File: config.mk
export PLATFORM = sky130hd
export DESIGN_NAME = iob_cache_write_buffer
export DESIGN_NICKNAME = d
export VERILOG_FILES = /design/src/rtl/iob_cache_write_buffer.sv
export SDC_FILE = /design/constraint.sdc
export NUM_CORES = 1
export LEC_CHECK = 0
export ABC_CLOCK_PERIOD_IN_PS = 6050
export CORE_MARGIN = 2
export CORE_UTILIZATION = 55
export CTS_CLUSTER_DIAMETER = 80
export DETAILED_ROUTE_END_ITERATION = 6
export GPL_TIMING_DRIVEN = 0
export PLACE_DENSITY = 0.78
export SETUP_SLACK_MARGIN = 0.2
export SYNTH_ARGS = -nofsm -noshare
export SYNTH_HDL_FRONTEND = slang
export SYNTH_SLANG_ARGS = --single-unit
export TNS_END_PERCENT = 10
File: constraint.sdc
create_clock -name clk_i -period 6.05 [get_ports clk_i]
set_input_delay 1.815 -clock clk_i [delete_from_list [all_inputs] [get_ports clk_i]]
set_output_delay 1.815 -clock clk_i [all_outputs]
set_load 0.05 [all_outputs]
File: src/rtl/iob_cache_write_buffer.sv
// Write buffer between the cache front end and the write channel.
// A small show-ahead FIFO: the head entry is presented combinationally on out_*.
// A push into a full buffer is accepted only if the head is leaving in the
// same cycle. Otherwise the push is dropped and a sticky overflow flag is raised.
module iob_cache_write_buffer #(
  parameter int unsigned ADDR_W  = 24,
  parameter int unsigned DATA_W  = 32,
  parameter int unsigned DEPTH_W = 2
) (
  input  logic                                  clk_i,
  input  logic                                  reset,
  input  logic                                  push_i,
  input  logic [ADDR_W-$clog2(DATA_W/8)-1:0]    push_addr_i,
  input  logic [DATA_W-1:0]                     push_wdata_i,
  input  logic [DATA_W/8-1:0]                   push_wstrb_i,
  output logic                                  full_o,
  output logic                                  empty_o,
  output logic [DEPTH_W:0]                      level_o,
  output logic                                  overflow_o,
  output logic                                  out_valid_o,
  output logic [ADDR_W-$clog2(DATA_W/8)-1:0]    out_addr_o,
  output logic [DATA_W-1:0]                     out_wdata_o,
  output logic [DATA_W/8-1:0]                   out_wstrb_o,
  input  logic                                  out_ready_i
);

  localparam int unsigned NBYTES   = DATA_W / 8;
  localparam int unsigned NBYTES_W = $clog2(NBYTES);
  localparam int unsigned WADDR_W  = ADDR_W - NBYTES_W;
  localparam int unsigned ENTRY_W  = WADDR_W + DATA_W + NBYTES;
  localparam int unsigned DEPTH    = 2 ** DEPTH_W;

  localparam logic [DEPTH_W:0]   LVL_FULL = (DEPTH_W + 1)'(DEPTH);
  localparam logic [DEPTH_W:0]   LVL_ONE  = (DEPTH_W + 1)'(1);
  localparam logic [DEPTH_W-1:0] PTR_ONE  = DEPTH_W'(1);

  // Storage and bookkeeping state
  logic [ENTRY_W-1:0] r_mem [DEPTH];
  logic [DEPTH_W-1:0] r_wptr;
  logic [DEPTH_W-1:0] r_rptr;
  logic [DEPTH_W:0]   r_level;
  logic               r_overflow;

  // Handshake decode
  logic               w_full;
  logic               w_empty;
  logic               w_pop;
  logic               w_push;
  logic               w_drop;
  logic [ENTRY_W-1:0] w_push_entry;
  logic [ENTRY_W-1:0] w_head_entry;

  // Status flags come from the registered occupancy only, so they carry no input path
  always_comb begin
    w_full  = (r_level == LVL_FULL);
    w_empty = (r_level == '0);
  end

  // Accept/pop decisions; a full buffer frees its head slot for a same-cycle push
  always_comb begin
    w_pop        = ~w_empty & out_ready_i;
    w_push       = push_i & (~w_full | w_pop);
    w_drop       = push_i & w_full & ~w_pop;
    w_push_entry = {push_addr_i, push_wdata_i, push_wstrb_i};
  end

  // Entry storage; contents are don't-care until written, so no reset is needed
  always_ff @(posedge clk_i) begin
    if (w_push) begin
      r_mem[r_wptr] <= w_push_entry;
    end
  end

  // Write pointer advances once per accepted push, wrapping modulo DEPTH
  always_ff @(posedge clk_i or posedge reset) begin
    if (reset) begin
      r_wptr <= '0;
    end else if (w_push) begin
      r_wptr <= r_wptr + PTR_ONE;
    end
  end

  // Read pointer advances once per completed head transfer
  always_ff @(posedge clk_i or posedge reset) begin
    if (reset) begin
      r_rptr <= '0;
    end else if (w_pop) begin
      r_rptr <= r_rptr + PTR_ONE;
    end
  end

  // Occupancy: simultaneous push and pop cancel out
  always_ff @(posedge clk_i or posedge reset) begin
    if (reset) begin
      r_level <= '0;
    end else begin
      case ({w_push, w_pop})
        2'b10:   r_level <= r_level + LVL_ONE;
        2'b01:   r_level <= r_level - LVL_ONE;
        default: r_level <= r_level;
      endcase
    end
  end

  // Sticky record of any dropped push, cleared only by reset
  always_ff @(posedge clk_i or posedge reset) begin
    if (reset) begin
      r_overflow <= 1'b0;
    end else if (w_drop) begin
      r_overflow <= 1'b1;
    end
  end

  // Show-ahead head entry and status outputs
  always_comb begin
    w_head_entry = r_mem[r_rptr];
    out_addr_o   = w_head_entry[ENTRY_W-1 -: WADDR_W];
    out_wdata_o  = w_head_entry[NBYTES +: DATA_W];
    out_wstrb_o  = w_head_entry[NBYTES-1:0];
    out_valid_o  = ~w_empty;
    full_o       = w_full;
    empty_o      = w_empty;
    level_o      = r_level;
    overflow_o   = r_overflow;
  end

endmodule

== Word level (Yosys, flattened, before mapping) ==
Memories as Yosys holds them, arrays and structs flattened.
Index checks and enable logic that the tools add are counted.
Storage, ports and cells
  register bits: 8
  memory bits (writable): 232
  bits of input ports: 62
  output and inout bits: 65
  logic and storage cells: 25
  memories kept: 1
Operators by class
  add/sub/neg operators: 4
  equality and inequality tests: 3
  mux-type cells: 3
  bitwise gates (word level): 8
  reduce and logical (&&, ||, !) cells: 2
Memories
  r_mem: depth 4, width 58, read ports 1, clocked after memory_dff 0, write ports 1, line 38  | logic [ENTRY_W-1:0] r_mem [DEPTH];
Operator list (count)
  one-hot mux 3 bit (2 select lines): 1
  adder 2 x 1 -> 2 bit (second input constant): 2
  bitwise AND 1 bit: 4
  adder 3 x 1 -> 3 bit (second input constant): 1
  equality test 3 bit (second input constant): 1
  zero test 3 bit: 1
  inverter 1 bit: 3
  subtractor 3 x 1 -> 3 bit (second input constant): 1
  equality test 2 x 1 -> 1 bit (second input constant): 1
  equality test 2 bit (second input constant): 1
  two-way mux 1 bit: 2
  nonzero test 2 bit: 1
  OR 1 bit: 1

== Depth between registers and ports, before layout ==
  word-level depth: 7
  mapped depth: 9
  mapped depth without buffers: 9

== Least setup slack after synthesis ==
Ideal clock, no wire load.
  kind: input-to-reg
  start point: input port out_ready_i
  end point: memory r_mem[0][0] (netlist bit), enable pin
  setup time: 0.422 ns
  arrival time: 3.523 ns
  required time: 5.628 ns
  path slack: 2.105 ns
  stages: 3
  path buffers: 0
  path through: nor4b_4 > nor2b_2 > and2_1
On the way
  word-level cells in the longest chain between the ends: 5
Ends and longest elaborated chain
  start, declared: line 24  | input logic out_ready_i
  bitwise AND 1 bit: line 61  | w_pop = ~w_empty & out_ready_i;
  OR 1 bit: line 62  | w_push = push_i & (~w_full | w_pop);
  bitwise AND 1 bit: line 62
  two-way mux 1 bit: line 69  | if (w_push) begin
  two-way mux 1 bit (not written as such): line 70  | r_mem[r_wptr] <= w_push_entry;
  end, declared: line 38
Every way passes these cells.

== Worst setup path in the final report ==
  start point: register r_rptr[1]
  end point: output port out_wdata_o[18]
On the way
  word-level cells in the longest chain between the ends: 1
Ends and longest elaborated chain
  start, declared: line 40  | logic [DEPTH_W-1:0] r_rptr;
  start signal, assigned: line 88  | r_rptr <= r_rptr + PTR_ONE;
  memory (4 x 58 bit)
  end, declared: line 22  | output logic [DATA_W-1:0] out_wdata_o,
Every way passes these cells.

==> qor.txt <==
simple logic cell fraction of the synthesized area -> 0.875%
post-synthesis cell count -> 346
fraction of synthesized cell area in xor and xnor cells -> 0.593%
number of detailed-routing iterations run before antenna repair -> 4
count of standard-cell rows -> 46
synthesized flop and latch total -> 240
endpoint arrival time on the critical path -> 2.56 ns
Final Slew Violations -> 0
final weighted congestion in routability-driven placement -> 0.687
adder and majority cell fraction of the synthesized area -> 0.931%
first-pass GRT wire length -> 23000 um
vias in the first global route -> 4294
FILL cells -> 939
maximum clock frequency -> 229 MHz
R2R setup slack -> 3.88 ns
total inserted antenna cells -> 0
reg-to-reg startpoint -> level_o[2]$_DFFE_PP0P_
vertical die dimension -> 131 um
total global routing overflow -> 0
share of final-layout standard cells stronger than drive strength 1 -> 21.6%
final cell count without fillers -> 734
worst hold path cell count -> 1
maximum count of clock buffers along a single path -> 3
count of cells resized by post-cts repair -> 0
Total Die Area -> 17200 um2
setup violators final -> 0
reg-to-reg critical path endpoint -> r_mem[0][55]$_DFFE_PP_
final worst-path cycle share -> 72.3%
DR iter-0 viols -> 316
number of routed nets with antenna violations -> 0
Hold/Removal Path Class -> reg -> reg
final clock skew -> 0.00692 ns
Leak -> 0.00372 uW
mean number of vias per cell -> 5.48
detailed-route wire length -> 15500 um
max-cap violations -> 0
Yosys Warn Count -> 0
Hold EP -> overflow_o$_DFFE_PP0P_
total number of H-tree levels -> 1
complex-gate fraction of the synthesized area -> 0.183%
required time of the critical path -> 4.24 ns
setup repair after global routing missed its margin -> no
power density relative to cell area -> 572 nW/um2
Setup crit start kind -> register
mux contribution to synthesized area -> 15.0%
via count of the routed design -> 4019
area growth from synthesis to final layout -> 26.9%
setup repair bufs after CTS -> 0
clock transition time at the flip-flop clock pins of the worst setup and hold paths -> 0.06 ns
Port Buffers -> 126
multi-input gate area in the final layout -> 1570 um2
maximum fanout along the worst path -> 10
normalized max-slew margin -> 39.1%
hold-fix buffers at CTS -> 0
final core utilization -> 71.1%
number of placed I/O pins -> 127
final-stage net count -> 569
slew of the pin with the lowest slew margin -> 0.914 ns
post-route worst setup slack -> 1.68 ns
Initial Utilization -> 56.0%
Die Width -> 131 um
worst reg2reg path depth -> 3
number of sinks on the clock net -> 240
TritonCTS clock tree -> built
register cell area after layout -> 7170 um2
number of antenna violations at the first check in global routing -> 0
total core area -> 15800 um2
CTS root buffer -> clkbuf_16
Worst-Skew Late Latency -> 0.50 ns
net count of the mapped netlist -> 414
per-instance average area after synthesis -> 25.6 um2
estimated wirelength of the detail-placed design -> 9480 um
maximum number of pins on one net before global-route repair -> 59
average wire per standard cell -> 21.1 um
Synth cell types -> 22
netlist area before placement -> 8870 um2
Residual DRC -> 0
combined global-route utilization of all metal layers -> 17.9%
placed insts -> 691
Setup Total Neg Slack -> 0 ns
start point of the critical path -> r_rptr[1]$_DFFE_PP0P_
endpoints failing hold -> 0
share of the yosys chip area belonging to registers -> 80.8%
number of buffers created by CTS -> 24
dominant combinational cell family by area after synthesis -> multiplexers
DP Worst Slack -> 2.05 ns
Critical Path Sink Type -> primary output
Max VDD drop -> 0.425 mV
Hold Startpoint -> overflow_o$_DFFE_PP0P_
run status -> finished, final reports clean
crit path kind -> reg -> out
minimum clock period -> 4.37 ns
==> where the power goes <==
part | switching (uW) | total [uW] | internal [uW]
combinational | 1700 | 2740 | 1040
sequential | 89.2 | 2280 | 2190
clock | 571 | 1410 | 844
total | 2360 | 6440 | 4070
==> layout by cell type, fill, tap and decap left out, drive strengths merged <==
master and instances:
edfxtp 232, clkdlybuf4s50 126, mux4 58, clkbuf 33, buf 17, inv 9, dfrtp 8, clkinv 6
ha 5, and2 4, xor2 3, xnor2 3, bufinv 2, nor4b 1, nor2b 1, mux2 1
o31a 1, mux2i 1, and3 1, or3 1, a21o 1, nor2 1, nand2 1, fa 1
clkinvlp 1
==> area by class of cell <==
class	count	share of cell area (%)
plain buffers	14	0.979
clock buffers	33	5.83
clock inverters	10	0.912
inverters	8	0.267
multi-input cells	84	14.0
flip-flops and latches	240	63.7
well taps	216	2.40
repair buffers	129	11.9
==> worst max-delay path, stage by stage (launching register included) <==
cell and delay [ns]:
dfrtp_1 0.31, buf_2 0.13, buf_2 0.29, buf_4 0.27, mux4_2 0.33, clkdlybuf4s50_1 0.73
==> sequential cells by signal, indices dropped and copies added (netlist names) <==
register    cells
level_o         3
overflow_o      1
r_mem         232
r_rptr          2
r_wptr          2
==> synth_stat cells <==
library cell  instances  area [um2]
a21o_1                1        7.51
and2_1                4        25.0
and3_1                1        6.26
buf_2                 7        35.0
buf_4                 1        7.51
buf_6                 6        67.6
dfrtp_1               8         200
edfxtp_1            232        6970
fa_1                  1        20.0
ha_1                  5        62.6
inv_1                 8        30.0
mux2_4                1        15.0
mux2i_1               1        10.0
mux4_2               58        1310
nand2_1               1        3.75
nor2_1                1        3.75
nor2b_2               1        8.76
nor4b_4               1        23.8
o31a_1                1        8.76
or3_1                 1        6.26
xnor2_1               3        26.3
xor2_1                3        26.3
==> worst max-delay path by stage <==
| stage | slack, ns | depth (start not counted) | end |
|---|---|---|---|
| 2_1_floorplan | 2.10 | 3 | r_mem[0][0]$_DFFE_PP_ |
| 6_report | 1.68 | 5 | out_wdata_o[18] |
| 3_3_place_gp | 0.45 | 4 | r_mem[1][10]$_DFFE_PP_ |
| 3_5_place_dp | 2.05 | 4 | r_mem[0][10]$_DFFE_PP_ |
| 4_1_cts | 1.63 | 5 | out_wdata_o[21] |
| 5_1_grt | 1.56 | 5 | out_wdata_o[16] |
==> cell families (layout without fill, tap and decap cells) <==
group	Yosys count	in the layout
AOI/OAI and AO/OA	2	2
muxes	60	60
buffers and inverters	22	194
xor gates and xnor gates	6	6
DFF	240	240
and+or+nand+nor	10	10
adders and majority gates	6	6
==> metal layers <==
| layer | track usage, % | routed length [um] |
|---|---|---|
| met3 | 3.14 | 842 |
| met5 | 0 | 0 |
| met2 | 30.6 | 8090 |
| met1 | 24.4 | 6350 |
| met4 | 4.51 | 189 |
==> through the flow <==
step	total power (uW)	hold slack, ns	area, um2
2_1_floorplan	4210	0.535	8870
3_3_place_gp	5040	0.442	10400
3_5_place_dp	5100	0.464	10500
4_1_cts	6510	0.481	11200
5_1_grt	6680	0.499	11200
6_report	6440	0.468	11200
No activity file was read; power rests on OpenSTA's default activity.
